**config.mk**
```make
export PLATFORM = sky130hd
export DESIGN_NAME = arbitro_rr_flat
export DESIGN_NICKNAME = d
export VERILOG_FILES = /design/src/rtl/arbitro_rr_if.sv /design/src/rtl/arbitro_rr.sv /design/src/flat_wrapper.sv
export SDC_FILE = /design/constraint.sdc
export NUM_CORES = 1
export LEC_CHECK = 0
export ABC_AREA = 1
export CORE_ASPECT_RATIO = 2
export CORE_UTILIZATION = 47
export DETAILED_ROUTE_END_ITERATION = 16
export PLACE_DENSITY = 0.85
export SLEW_MARGIN = 20
export SYNTH_ARGS = -nofsm -noshare
export SYNTH_HDL_FRONTEND = slang
export SYNTH_SLANG_ARGS = --single-unit
export TNS_END_PERCENT = 100
```
**constraint.sdc**
```tcl
create_clock -name clk -period 2.32 [get_ports clk]
set_input_delay 0.232 -clock clk [delete_from_list [all_inputs] [get_ports clk]]
set_output_delay 0.232 -clock clk [all_outputs]
set_load 0.1 [all_outputs]
```
**src/rtl/arbitro_rr_if.sv**
```systemverilog
// Handshake bundle for arbitro_rr: input-FIFO read side, output-FIFO write side and grant index.
interface arbitro_rr_if #(
    parameter int BW = 12
);
    logic [3:0]    emptyFIFO;
    logic [BW-1:0] data0;
    logic [BW-1:0] data1;
    logic [BW-1:0] data2;
    logic [BW-1:0] data3;
    logic          almost_full;
    logic [3:0]    pop;
    logic          push;
    logic [BW-1:0] dataout;
    logic [1:0]    grant;

    modport master (
        input  emptyFIFO, data0, data1, data2, data3, almost_full,
        output pop, push, dataout, grant
    );

    modport slave (
        output emptyFIFO, data0, data1, data2, data3, almost_full,
        input  pop, push, dataout, grant
    );
endinterface

```
**src/rtl/arbitro_rr.sv**
```systemverilog
// Four-input FIFO arbiter feeding one output FIFO; round-robin with per-grant burst limit.
// Define FIXED_PRIORITY_EN for fixed priority (port 0 highest) instead of round-robin.
module arbitro_rr #(
    parameter int BW    = 12,
    parameter int BURST = 4
) (
    input  logic         clk,
    input  logic         reset,
    arbitro_rr_if.master bus
);
    typedef enum logic [1:0] {IDLE, SERVE, STALL} state_t;

    state_t        state;
    logic [1:0]    grant_r;
    logic [1:0]    last_r;
    logic [4:0]    cnt_r;
    logic [1:0]    grant_d;
    logic          push_r;
    logic [BW-1:0] dout_hold;
    logic [BW-1:0] data_sel;
    logic          pop_any;
    logic          all_empty;

    // First non-empty port searching base+1, base+2, ... base+4 (wrapping to base itself).
    function automatic logic [1:0] next_port(input logic [1:0] base, input logic [3:0] empty);
        logic [1:0] idx;
        next_port = base;
        for (int k = 4; k >= 1; k--) begin
            idx = base + 2'(k);
            if (!empty[idx]) next_port = idx;
        end
    endfunction

    assign all_empty = &bus.emptyFIFO;
    assign pop_any   = (state == SERVE) && !reset && !bus.emptyFIFO[grant_r] && !bus.almost_full;

    always_comb begin
        case (grant_d)
            2'd0:    data_sel = bus.data0;
            2'd1:    data_sel = bus.data1;
            2'd2:    data_sel = bus.data2;
            default: data_sel = bus.data3;
        endcase
    end

    // Reset squashes everything visible immediately, including a push already queued by a pop.
    assign bus.pop     = pop_any ? (4'b0001 << grant_r) : 4'b0000;
    assign bus.push    = push_r && !reset;
    assign bus.dataout = reset ? '0 : (push_r ? data_sel : dout_hold);
    assign bus.grant   = reset ? 2'd0 : grant_r;

    always_ff @(posedge clk) begin
        if (reset) begin
            state     <= IDLE;
            grant_r   <= 2'd0;
            last_r    <= 2'd3;
            cnt_r     <= 5'd0;
            grant_d   <= 2'd0;
            push_r    <= 1'b0;
            dout_hold <= '0;
        end else begin
            push_r <= pop_any;
            if (pop_any) grant_d <= grant_r;
            if (push_r) dout_hold <= data_sel;
`ifdef FIXED_PRIORITY_EN
            if (!all_empty) grant_r <= next_port(2'd3, bus.emptyFIFO);
            case (state)
                IDLE:    if (!all_empty) state <= SERVE;
                SERVE: begin
                    if (all_empty) state <= IDLE;
                    else if (bus.almost_full) state <= STALL;
                end
                STALL:   if (!bus.almost_full) state <= SERVE;
                default: state <= IDLE;
            endcase
`else
            case (state)
                IDLE: begin
                    if (!all_empty) begin
                        grant_r <= next_port(last_r, bus.emptyFIFO);
                        state   <= SERVE;
                    end
                end
                SERVE: begin
                    if (pop_any) begin
                        if (cnt_r + 5'd1 == 5'(BURST)) begin
                            last_r  <= grant_r;
                            cnt_r   <= 5'd0;
                            grant_r <= next_port(grant_r, bus.emptyFIFO);
                        end else begin
                            cnt_r <= cnt_r + 5'd1;
                        end
                    end else if (bus.emptyFIFO[grant_r]) begin
                        // Rotation wins over a simultaneous almost_full; the stall follows it.
                        last_r <= grant_r;
                        cnt_r  <= 5'd0;
                        if (all_empty) begin
                            state <= IDLE;
                        end else begin
                            grant_r <= next_port(grant_r, bus.emptyFIFO);
                            if (bus.almost_full) state <= STALL;
                        end
                    end else begin
                        state <= STALL;
                    end
                end
                STALL:   if (!bus.almost_full) state <= SERVE;
                default: state <= IDLE;
            endcase
`endif
        end
    end
endmodule

```
**src/flat_wrapper.sv**
```systemverilog
// flat-port wrapper written by rule: the top's interface ports become plain ports
module arbitro_rr_flat 
#(
    parameter int BW    = 12,
    parameter int BURST = 4
)
  (clk, reset, bus_emptyFIFO, bus_data0, bus_data1, bus_data2, bus_data3, bus_almost_full, bus_pop, bus_push, bus_dataout, bus_grant);
  arbitro_rr_if #(.BW(BW)) bus_i ();
  input  logic clk;
  input  logic reset;
  input wire logic [$bits(bus_i.emptyFIFO)-1:0] bus_emptyFIFO;
  input wire logic [$bits(bus_i.data0)-1:0] bus_data0;
  input wire logic [$bits(bus_i.data1)-1:0] bus_data1;
  input wire logic [$bits(bus_i.data2)-1:0] bus_data2;
  input wire logic [$bits(bus_i.data3)-1:0] bus_data3;
  input wire logic [$bits(bus_i.almost_full)-1:0] bus_almost_full;
  output wire logic [$bits(bus_i.pop)-1:0] bus_pop;
  output wire logic [$bits(bus_i.push)-1:0] bus_push;
  output wire logic [$bits(bus_i.dataout)-1:0] bus_dataout;
  output wire logic [$bits(bus_i.grant)-1:0] bus_grant;
  assign bus_i.emptyFIFO = bus_emptyFIFO;
  assign bus_i.data0 = bus_data0;
  assign bus_i.data1 = bus_data1;
  assign bus_i.data2 = bus_data2;
  assign bus_i.data3 = bus_data3;
  assign bus_i.almost_full = bus_almost_full;
  assign bus_pop = bus_i.pop;
  assign bus_push = bus_i.push;
  assign bus_dataout = bus_i.dataout;
  assign bus_grant = bus_i.grant;
  arbitro_rr #(.BW(BW), .BURST(BURST)) u_core (.clk(clk), .reset(reset), .bus(bus_i));
endmodule
```
# == After elaboration in Yosys (flattened, before gate mapping) ==
# Cells that the tools add are included.
# totals
reg_bits,26
output_inout_bits,19
# op_classes
n_addsub,7
n_lt_le_gt_ge,7
n_eq_ne,13
shift,1
mux,44
n_reduce_logical,16
# ops
cell,count
$mux 2,21
$pmux 12 s3,1
$mux 12,2
$lt 2x3->1 const B,7
$mux 5,3
$bmux 1 s2,7
$add 2x2->2 const B,4
$ne 2x2->1 const B,4
$reduce_and 4->1,2
$mux 1,7
$ne 3x2->1 const B,2
$pmux 2 s3,1
$add 5x1->5 const B,1
$eq 5x3->1 const B,1
$reduce_and 5->1,1
$add 2x1->2 const B,2
$eq 2x1->1 const B,2
$eq 2x2->1 const B,2
$logic_and 1x1->1,4
$logic_not 2->1,2
$mux 4,1
$ne 4x3->1 const B,1
$pmux 2 s2,1
$reduce_bool 2->1,2
other kinds (5),7

# == Logic depth before layout (Yosys ltp) ==
# Gate-level depths: netlist (run 1).
# logic_depth
ltp_word,10
mapped_depth,12
depth_no_buf,12

# == Worst setup path before layout (run 1) ==
# No wires, ideal clock.
# synth_path
kind,reg2reg
startpoint,reg u_core.grant_d[1]
endpoint,reg u_core.dout_hold[10]
setup_time_ns,0.304
arrival_time_ns,2.541
required_time_ns,2.016
path_slack_ns,-0.524
stages_incl_launch_ff,7
period_less_slack_ns,2.844
path_cell_list,dfxtp_1 > clkbuf_1 > nand2_1 > inv_1 > clkbuf_1 > nand2_1 > a31oi_1
# synth_between
elab_chain_len,4
word_cells_on_any_way,6
cone_classes,2 x eq/ne; 3 x mux; 1 x reduce/logical
# synth_lines
item,line,source
"start, declared",arbitro_rr.sv:17,logic [1:0] grant_d;
"start signal, assigned",arbitro_rr.sv:63,if (pop_any) grant_d <= grant_r;
$eq 2x2->1 (tied with other cells),arbitro_rr.sv:38,case (grant_d)
$pmux 12 s3 *,arbitro_rr.sv:38,
$mux 12 * (2 in a row),-,
named net bus_dataout[10],flat_wrapper.sv:19,output wire logic [$bits(bus_i.dataout)-1:0] bus_dataout;
"end signal, assigned",arbitro_rr.sv:64,if (push_r) dout_hold <= data_sel;
"end, declared",arbitro_rr.sv:19,logic [BW-1:0] dout_hold;
# The timed path passes the listed nets; every way through them passes the cells marked *.
# A chain may end at the register's enable or synchronous reset.

# == Final worst setup path (run 1) ==
# layout_path
startpoint,reg u_core.grant_d[0]
endpoint,out bus_dataout[11]
# layout_between
elab_chain_len,4
word_cells_on_any_way,6
cone_classes,2 x eq/ne; 3 x mux; 1 x reduce/logical
# layout_lines
item,line,source
$eq 2x2->1 (tied with other cells),arbitro_rr.sv:38,
$pmux 12 s3 *,arbitro_rr.sv:38,
$mux 12 * (2 in a row),arbitro_rr.sv:49,assign bus.dataout = reset ? '0 : (push_r ? data_sel : dout_hold);
"end, declared",flat_wrapper.sv:19,
# Every way passes the cells marked *; elsewhere a longest branch is shown, timed or not.

==> results of run 1 <==
report_power, final:
part           internal, uW  leakage (uW)  switching (uW)
logic                   491       0.00107             848
clock network           231     0.0000357             149
registers               509      0.000212            55.7
total                  1230       0.00132            1050
how the worst min path moves through the flow:
stage                     from              end
4_1_cts        u_core.state[1]  u_core.state[1]
5_1_grt        u_core.state[1]  u_core.state[1]
3_5_place_dp   u_core.cnt_r[0]  u_core.cnt_r[0]
6_report       u_core.state[1]  u_core.state[1]
2_1_floorplan  u_core.state[1]  u_core.state[1]
3_3_place_gp   u_core.state[1]  u_core.state[1]
cells in the final DEF, fill, tap and decap left out, drive strengths merged:
master         count
nor2              32
a221oi            12
o22ai              1
clkinv             1
o21bai             1
a22oi              1
a31oi             10
o211ai             6
nand3             23
buf               26
nand4              6
a21oi              7
a21boi             2
clkbuf             3
and2               2
o21ai             21
inv               38
dfxtp             26
ha                 5
nand2             88
bufinv             1
clkdlybuf4s50     54
xnor2              1
stage by stage:
| step | hold slack [ps] | std cells | power [uW] | area [um2] | TNS (ps) |
|---|---|---|---|---|---|
| finish | 517 | 416 | 2280 | 2930 | 0 |
| CTS | 519 | 416 | 2280 | 2920 | 0 |
| global placement | 495 | 412 | 1850 | 2850 | 0 |
| floorplan | 468 | 293 | 1470 | 1860 | -7760 |
| detailed placement | 507 | 412 | 1880 | 2850 | 0 |
| global route | 552 | 416 | 2450 | 2930 | 0 |
tightest hold or removal path, cell delays in order (launching register included):
cell	delay [ps]
dfxtp_1	310
inv_1	100
a21oi_1	80
layer usage:
metal / up-vias / global-route usage, %
met5: - / 0
met4: 0 / 18.6
met3: 30 / 8.03
met2: 107 / 58.7
met1: 1033 / 27.5
li1: 1131 / -
area by class of cell:
type                    count  area [um2]  share of cell area, %
repair buffers             80         973                   33.2
flip-flops and latches     26         522                   17.8
inverters                  39         146                   5.00
multi-input cells         218        1150                   39.4
clock inverters             1        30.0                   1.03
well taps                  49        61.3                   2.09
clock buffers               3        41.3                   1.41
state kept, by name (all words and copies together) (netlist names):
register and count:
u_core.state 2, u_core.last_r 2, u_core.dout_hold 12, u_core.grant_r 2, u_core.cnt_r 5, u_core.grant_d 2, u_core.push_r 1
Yosys cell counts, drive strengths merged:
cell type | n | share of area (%)
and2 | 2 | 0.68
ha | 5 | 3.4
inv | 38 | 7.8
nor2 | 32 | 6.6
o21bai | 1 | 0.62
clkinv | 1 | 0.21
a21boi | 2 | 0.82
a221oi | 12 | 5.8
dfxtp | 26 | 28
nand4 | 6 | 2.1
buf | 3 | 0.75
xnor2 | 1 | 0.48
nand3 | 23 | 7.8
a21oi | 7 | 1.9
nand2 | 88 | 19
a31oi | 10 | 3.4
o22ai | 1 | 0.34
clkbuf | 7 | 1.4
o211ai | 6 | 2.5
o21ai | 21 | 5.8
a22oi | 1 | 0.41
cell families (layout without fill, tap and decap cells):
group                    count (synthesis)  after routing  synth area share [%]
AO/OA/AOI/OAI                           61             61                  21.5
XOR/XNOR                                 1              1                 0.480
adder cells (fa/ha/maj)                  5              5                  3.42
buffers and inverters                   49            123                  10.2
flip-flops                              26             26                  28.5
AND/OR/NAND/NOR                        151            151                  35.9
repair_timing:
action / in CTS / in global routing
setup buffers: 0 / 0
endpoints found under the hold margin: 0 / 0
hold buffers: 0 / 0
resized for setup: 1 / 2
setup endpoints to repair: 4 / 2
==> impl_metrics.ini, run 1 <==
[floorplan]
fp-row-count = 31
initial_core_util_pct = 49.6
core_um2 = 3680
io_pins = 74
die_w_um = 46.1
die_y_um = 90.2
dieArea_um2 = 4160

[synthesis]
syn-instance-count = 293
synth_seq_cells = 26
syn-num-nets = 353
yosysSeqAreaShare_pct = 28.5
synthesis.area_um2 = 1830
yosys_warnings = 0
synth_cell_types = 27
avgSynthCellArea_um2 = 6.23

[global_routing]
grt_pass1_wl_um = 9840
first_global_vias = 2300
overflow = 0
antenna_found_initial = 0
track_usage_pct = 31.9
grt_start_max_net_pins = 23

[status]
status = finished, final reports clean

[final_layout]
drive_gt1_share_pct = 13.9
fillers = 268
fin_nets = 428
fin_util_pct = 79.5
syn2layout_area_growth_pct = 60.3
antenna_cells = 0

[detailed_routing]
top_layer_used = met4
vias = 2301
wl_met1_um = 2070
viasPerCell = 5.53
dr_wl_met2_um = 3440
avgRoutedWirePerCell_um = 14.9
drtIter0Drc = 61
dr_wl_met3_um = 362
totalWireLength_um = 6200
ant_nets = 0
first_pass_iters = 4
drc = 0

[place]
io_buffer_count = 73
dp_slack_ps = 292
place_congestion = 0.966
post-dp-hpwl_um = 4660

[critical_path]
cp-startpoint = u_core.grant_d[0]
r2r_cells = 10
critPathKind = flip-flop to primary output
path_delay_family = compound AO/OA/AOI/OAI gates
r2r_end = u_core.grant_r[0]
cp_slowest_cell = a221oi_1
crit_buf_inv = 2
cp-endpoint = bus_dataout[11]
crit_required_ps = 2090
critPathCaptureType = primary output
crit_arrival_ps = 1990
slowest_delay_ps = 440
worst-r2r-setup-slack_ps = 510
crit_path_start_kind = flip-flop
crit_chain = inv_1 -> nand2_2 -> nor2_1 -> a221oi_1 -> a31oi_2 -> buf_12
crit_cells = 6
r2r-start = u_core.grant_r[1]
cp_max_fo = 10

[cts]
clock-root-buffer = clkbuf_8
cts_tree = built
clk_pin_slew_ps = 90
cts_buffers = 3
clock_latency_ps = 280
cts_max_path_buffers = 2
clock_sinks = 26
cts.htree.levels = 1

[sta]
slew_headroom_pct = 65.0
setup_ws_ps = 98.7
drv_slew = 0
max_freq_mhz = 450
finClkSkew_ps = 7.17
rsz0062_at_grt = false
finalCritPeriodShare_pct = 95.7
worst_pin_slew_ps = 525
finalCriticalPeriod_ps = 2220
setup_viol = 0
final-hold-violation-count = 0

[worst_hold_path]
whs_path_depth = 2
min_path_type = flip-flop to flip-flop

[power_and_ir_drop]
powerDensity_nw_per_um2 = 780
ir_drop_uv = 528
total_leakage_power_uw = 0.00132

[run]
drv_cap = 0
(Power assumes the default switching activity.)
==> run 2, diff against run 1 <==
--- a/config.mk
+++ b/config.mk
@@ -7,9 +7,9 @@
 export LEC_CHECK = 0
 export ABC_AREA = 1
 export CORE_ASPECT_RATIO = 2
-export CORE_UTILIZATION = 47
+export CORE_UTILIZATION = 43
 export DETAILED_ROUTE_END_ITERATION = 16
-export PLACE_DENSITY = 0.85
+export PLACE_DENSITY = 0.79
 export SLEW_MARGIN = 20
 export SYNTH_ARGS = -nofsm -noshare
 export SYNTH_HDL_FRONTEND = slang
==> constraint.sdc (replaced) <==
create_clock -name clk -period 2.18 [get_ports clk]
set_input_delay 0.218 -clock clk [delete_from_list [all_inputs] [get_ports clk]]
set_output_delay 0.218 -clock clk [all_outputs]
set_load 0.1 [all_outputs]
==> run 2 against run 1 <==
Effect of this change: final cell count grew 0.48%; clock power shrank 19%; design area grew 3.0%; sequential cell count is the same; first-iteration DRC count shrank 28%; die area grew 9.0%; clock-buffer cell count grew 1; sequential power grew 4.8%; register-to-register slack lost 40 ps; global-route usage shrank 5.2 points; highest routed layer unchanged.
==> impl_metrics.ini, run 2 (synthesized netlist as in run 1, its figures left out) <==
[final_layout]
antenna_cells = 0
fin_nets = 427
fin_area_um2 = 3020
final_cell_mix = nand2_1 (84), clkdlybuf4s50_1 (54), inv_1 (34), dfxtp_1 (26), nor2_1 (25)
largest_reg_flops = 12
mostFrequentLayoutCell = nand2_1
regMostFlops = u_core.dout_hold
syn2layout_area_growth_pct = 65.1
reg_top3 = u_core.dout_hold x12, u_core.cnt_r x5
drive_gt1_share_pct = 16.7

[floorplan]
fp-row-count = 33
dieArea_um2 = 4530
io_pins = 74
core_um2 = 4090
die_w_um = 48.1
initial_core_util_pct = 44.7
die_y_um = 94.2

[sta]
slew_headroom_pct = 65.8
finClkSkew_ps = 5.40
finalCriticalPeriod_ps = 2070
setup_ws_ps = 109
rsz0062_at_grt = true
worst_pin_slew_ps = 513
setup_viol = 0
finalCritPeriodShare_pct = 95.0
max_freq_mhz = 483
drv_slew = 0
final-hold-violation-count = 0

[global_routing]
overflow = 0
first_global_vias = 2181
grt_pass1_wl_um = 8790
track_usage_pct = 26.7
antenna_found_initial = 0
grt_start_max_net_pins = 26

[power_and_ir_drop]
ir_drop_uv = 558
p_int_uw = 1240
total_leakage_power_uw = 0.00130
switching_share_pct = 47.6
p_seq_share_pct = 25.0
clkPwrFrac_pct = 13.0
combPwrFrac_pct = 62.0
powerDensity_nw_per_um2 = 784
power.switching_uw = 1130

[detailed_routing]
first_pass_iters = 4
vias = 2227
drtIter0Drc = 44
ant_nets = 0
viasPerCell = 5.33
avgRoutedWirePerCell_um = 13.5
totalWireLength_um = 5650
drc = 0

[cts]
cts_buffers = 3
cts_tree = built
clock-root-buffer = clkbuf_8
clk_pin_slew_ps = 90
cts.htree.levels = 1
hold_buffers = 0
clock_latency_ps = 270
clock_sinks = 26
cts_max_path_buffers = 2

[critical_path]
cp_max_fo = 12
r2r_cells = 11
crit_arrival_ps = 1850
critPathKind = flip-flop to primary output
crit_path_start_kind = flip-flop
crit_required_ps = 1960
critPathCaptureType = primary output

[status]
status = finished, final reports clean

[place]
io_buffer_count = 73
post-dp-hpwl_um = 4520
dp_slack_ps = 177
place_congestion = 0.872
placed_area_um2 = 2940

[worst_hold_path]
whs_path_depth = 2
min_path_type = flip-flop to flip-flop

[run]
drv_cap = 0
## run 2: cell count changes in the layout (fill, tap and decap cells not counted), moves of 2 or more
cell,change
a21oi_1,-2
a21oi_2,+2
a31oi_1,-7
a31oi_2,+2
a31oi_4,+5
nor2_1,-2
## run 2: metrics by stage
stage	util [%]	setup TNS, ps	cells	total power [uW]	hold WS (ps)
floorplan	-	-376	293	1600	468
global placement	72.0	0	414	2020	496
detailed placement	72.0	0	414	2040	508
CTS	73.5	0	418	2350	520
global route	73.8	-19.5	418	2540	552
finish	73.8	0	418	2360	520
## run 2: final cells by class
class | instances | area, um2
Multi-Input combinational cell | 218 | 1260
Clock buffer | 4 | 55.1
Inverter | 39 | 150
Fill cell | 330 | 1070
Tap cell | 52 | 65.1
Timing Repair Buffer | 79 | 966
Sequential cell | 26 | 520
## run 2: worst paths after layout
kind | slack (ps) | endpoint | start
worst max-delay path | 110 | bus_dataout[10] | u_core.grant_d[1]
worst min-delay path | 520 | u_core.state[1] | u_core.state[1]
worst max register to register | 470 | u_core.grant_r[0] | u_core.grant_r[1]
worst min register to register | 520 | u_core.state[1] | u_core.state[1]
## run 2: timing repair
action	CTS	global route
buffers inserted	0	0
setup endpoints to repair	12	12
resized for setup	2	3
## run 2: critical path, cell delays in order, from the launching register on
cell and delay (ps):
dfxtp_1 410, nor2_2 460, a221oi_1 220, a31oi_2 270, buf_12 220
## run 2: power by group through the flow
stage	Sequential (uW)	Clock [uW]	Combinational, uW
2_1_floorplan	592	0	1010
3_3_place_gp	594	0	1420
3_5_place_dp	598	0	1440
4_1_cts	589	314	1450
5_1_grt	598	333	1610
6_report	592	307	1460
## run 2: per-layer routing
metal	vias up	global-route usage, %	wire, um
li1	1123	-	-
met1	992	23.3	1990
met2	94	49.9	3120
met3	18	6.92	358
met4	0	13.7	170
met5	-	0	0
==> run 3, diff against run 2 <==
--- a/config.mk
+++ b/config.mk
@@ -7,9 +7,10 @@
 export LEC_CHECK = 0
 export ABC_AREA = 1
 export CORE_ASPECT_RATIO = 2
-export CORE_UTILIZATION = 43
+export CORE_UTILIZATION = 39
 export DETAILED_ROUTE_END_ITERATION = 16
-export PLACE_DENSITY = 0.79
+export GPL_TIMING_DRIVEN = 0
+export PLACE_DENSITY = 0.75
 export SLEW_MARGIN = 20
 export SYNTH_ARGS = -nofsm -noshare
 export SYNTH_HDL_FRONTEND = slang
==> constraint.sdc (replaced) <==
create_clock -name clk -period 1.8 [get_ports clk]
set_input_delay 0.18 -clock clk [delete_from_list [all_inputs] [get_ports clk]]
set_output_delay 0.18 -clock clk [all_outputs]
set_load 0.1 [all_outputs]
==> run 3 against run 2 <==
Effect of this change: first-iteration DRC count shrank 20%; wire length up 13%; sequential share of layout area down 1.9 points; final cell count is 4.8% higher; clock-buffer cell count did not move; sequential cell count is the same; global-route usage is 0.98 points lower; clock skew down 2.1 ps; hold slack got worse by 160 ps; critical path type unchanged; highest routed layer unchanged.
==> impl_metrics.ini, run 3 (synthesized netlist as in run 1, its figures left out) <==
[status]
status = finished, final reports clean

[final_layout]
mostFrequentLayoutCell = nand2_1
fillers = 307
final_cell_mix = nand2_1 (81), clkdlybuf4s50_1 (52), inv_1 (32), o21ai_0 (21), dfxtp_1 (21)
largest_reg_flops = 12
syn2layout_area_growth_pct = 89.9
fin_nets = 445
drive_gt1_share_pct = 27.6
reg_top3 = u_core.dout_hold x12, u_core.cnt_r x5
antenna_cells = 0
regMostFlops = u_core.dout_hold
fin_area_um2 = 3470

[global_routing]
grt_start_max_net_pins = 15
grt_pass1_wl_um = 9930
track_usage_pct = 25.7
overflow = 0
first_global_vias = 2296
antenna_found_initial = 0

[detailed_routing]
totalWireLength_um = 6380
drtIter0Drc = 35
first_pass_iters = 4
ant_nets = 0
avgRoutedWirePerCell_um = 14.6
drc = 0
viasPerCell = 5.35
vias = 2343

[power_and_ir_drop]
p_int_uw = 1760
p_seq_share_pct = 22.9
power.switching_uw = 1580
clkPwrFrac_pct = 11.5
total_leakage_power_uw = 0.00144
combPwrFrac_pct = 65.5
switching_share_pct = 47.4
powerDensity_nw_per_um2 = 962
ir_drop_uv = 666

[sta]
max_freq_mhz = 559
tns_ps = 0
finClkSkew_ps = 3.29
rsz0062_at_grt = true
worst_pin_slew_ps = 588
finalCriticalPeriod_ps = 1790
drv_slew = 0
finalCritPeriodShare_pct = 99.3
slew_headroom_pct = 60.8
final-hold-violation-count = 0
setup_viol = 0

[floorplan]
fp-row-count = 34
die_w_um = 50.4
die_y_um = 98.8
initial_core_util_pct = 41.3
io_pins = 74
dieArea_um2 = 4980
core_um2 = 4420

[cts]
clock_latency_ps = 270
cts_buffers = 3
cts_tree = built
cts.htree.levels = 1
clock-root-buffer = clkbuf_8
clock_sinks = 26
cts_max_path_buffers = 2
hold_buffers = 0
clk_pin_slew_ps = 90

[place]
place_congestion = 0.936
io_buffer_count = 72
post-dp-hpwl_um = 4360
placed_area_um2 = 2820

[critical_path]
cp_slowest_cell = dfxtp_4
critPathKind = flip-flop to primary output
crit_required_ps = 1620
path_delay_family = buffers and inverters
cp_max_fo = 5
slowest_delay_ps = 410
critPathCaptureType = primary output
crit_path_start_kind = flip-flop
crit_buf_inv = 3
crit_arrival_ps = 1610
crit_chain = inv_6 -> nor2_4 -> buf_8 -> a221oi_4 -> a31oi_4 -> buf_12

[worst_hold_path]
min_path_type = input port to flip-flop

[run]
drv_cap = 0
==> run 3: worst paths after layout <==
path,from,end,slack [ps],depth (start not counted)
hold / removal,reset,u_core.state[0],360,2
setup / recovery,u_core.grant_d[0],bus_dataout[2],10,6
hold reg to reg,u_core.cnt_r[0],u_core.cnt_r[0],520,2
setup reg to reg,u_core.grant_r[0],u_core.grant_r[0],150,11
==> run 3: final cells by class <==
cell class                      instances  area [um2]  area share (%)
Sequential cell                        26         534            15.4
Clock buffer                            4        55.1            1.59
Buffer                                  9        86.3            2.49
Inverter                               39         161            4.65
Timing Repair Buffer                   87        1000            28.9
Tap cell                               54        67.6            1.95
Multi-Input combinational cell        219        1560            45.0
==> run 3: metrics by stage <==
step	worst slack, ps	hold WS [ps]	total power (uW)	utilization [%]	cells
2_1_floorplan	-173	461	1990	-	293
3_3_place_gp	-920	498	2390	63.8	419
3_5_place_dp	-929	508	2410	63.8	419
4_1_cts	-32.3	323	3010	72.0	426
5_1_grt	-54.6	393	3550	78.4	438
6_report	12.0	364	3340	78.4	438
==> run 3: metal layers <==
layer / vias to the layer above / GRT usage (%) / wire length [um]
met5: - / 0 / 0
met4: 0 / 11.8 / 260
met3: 20 / 5.25 / 309
met2: 95 / 50.7 / 3710
met1: 1064 / 23.7 / 2100
li1: 1164 / - / -
==> run 3: worst reg2reg max path: stages (launching register included) <==
cell and delay (ps):
dfxtp_4 440, inv_8 60, ha_1 350, inv_1 100, nand3_1 110, nand2_1 100
nor2_1 50, nand2_1 100, nand2_2 60, o21bai_2 90, nand2_1 60, nor2_1 90
==> run 3: timing repair <==
action / CTS / global route
setup endpoints to repair: 24 / 26
pin swaps: 3 / 14
resized for setup: 182 / 42
setup buffers: 3 / 11
gates cloned: 1 / 1
==> run 3: power groups by stage <==
| stage | Sequential (uW) | Combinational (uW) | Clock (uW) |
|---|---|---|---|
| after floorplan | 716 | 1270 | 0 |
| after global placement | 733 | 1660 | 0 |
| after detailed placement | 738 | 1670 | 0 |
| after CTS | 744 | 1870 | 392 |
| after global routing | 776 | 2360 | 417 |
| final | 766 | 2190 | 385 |
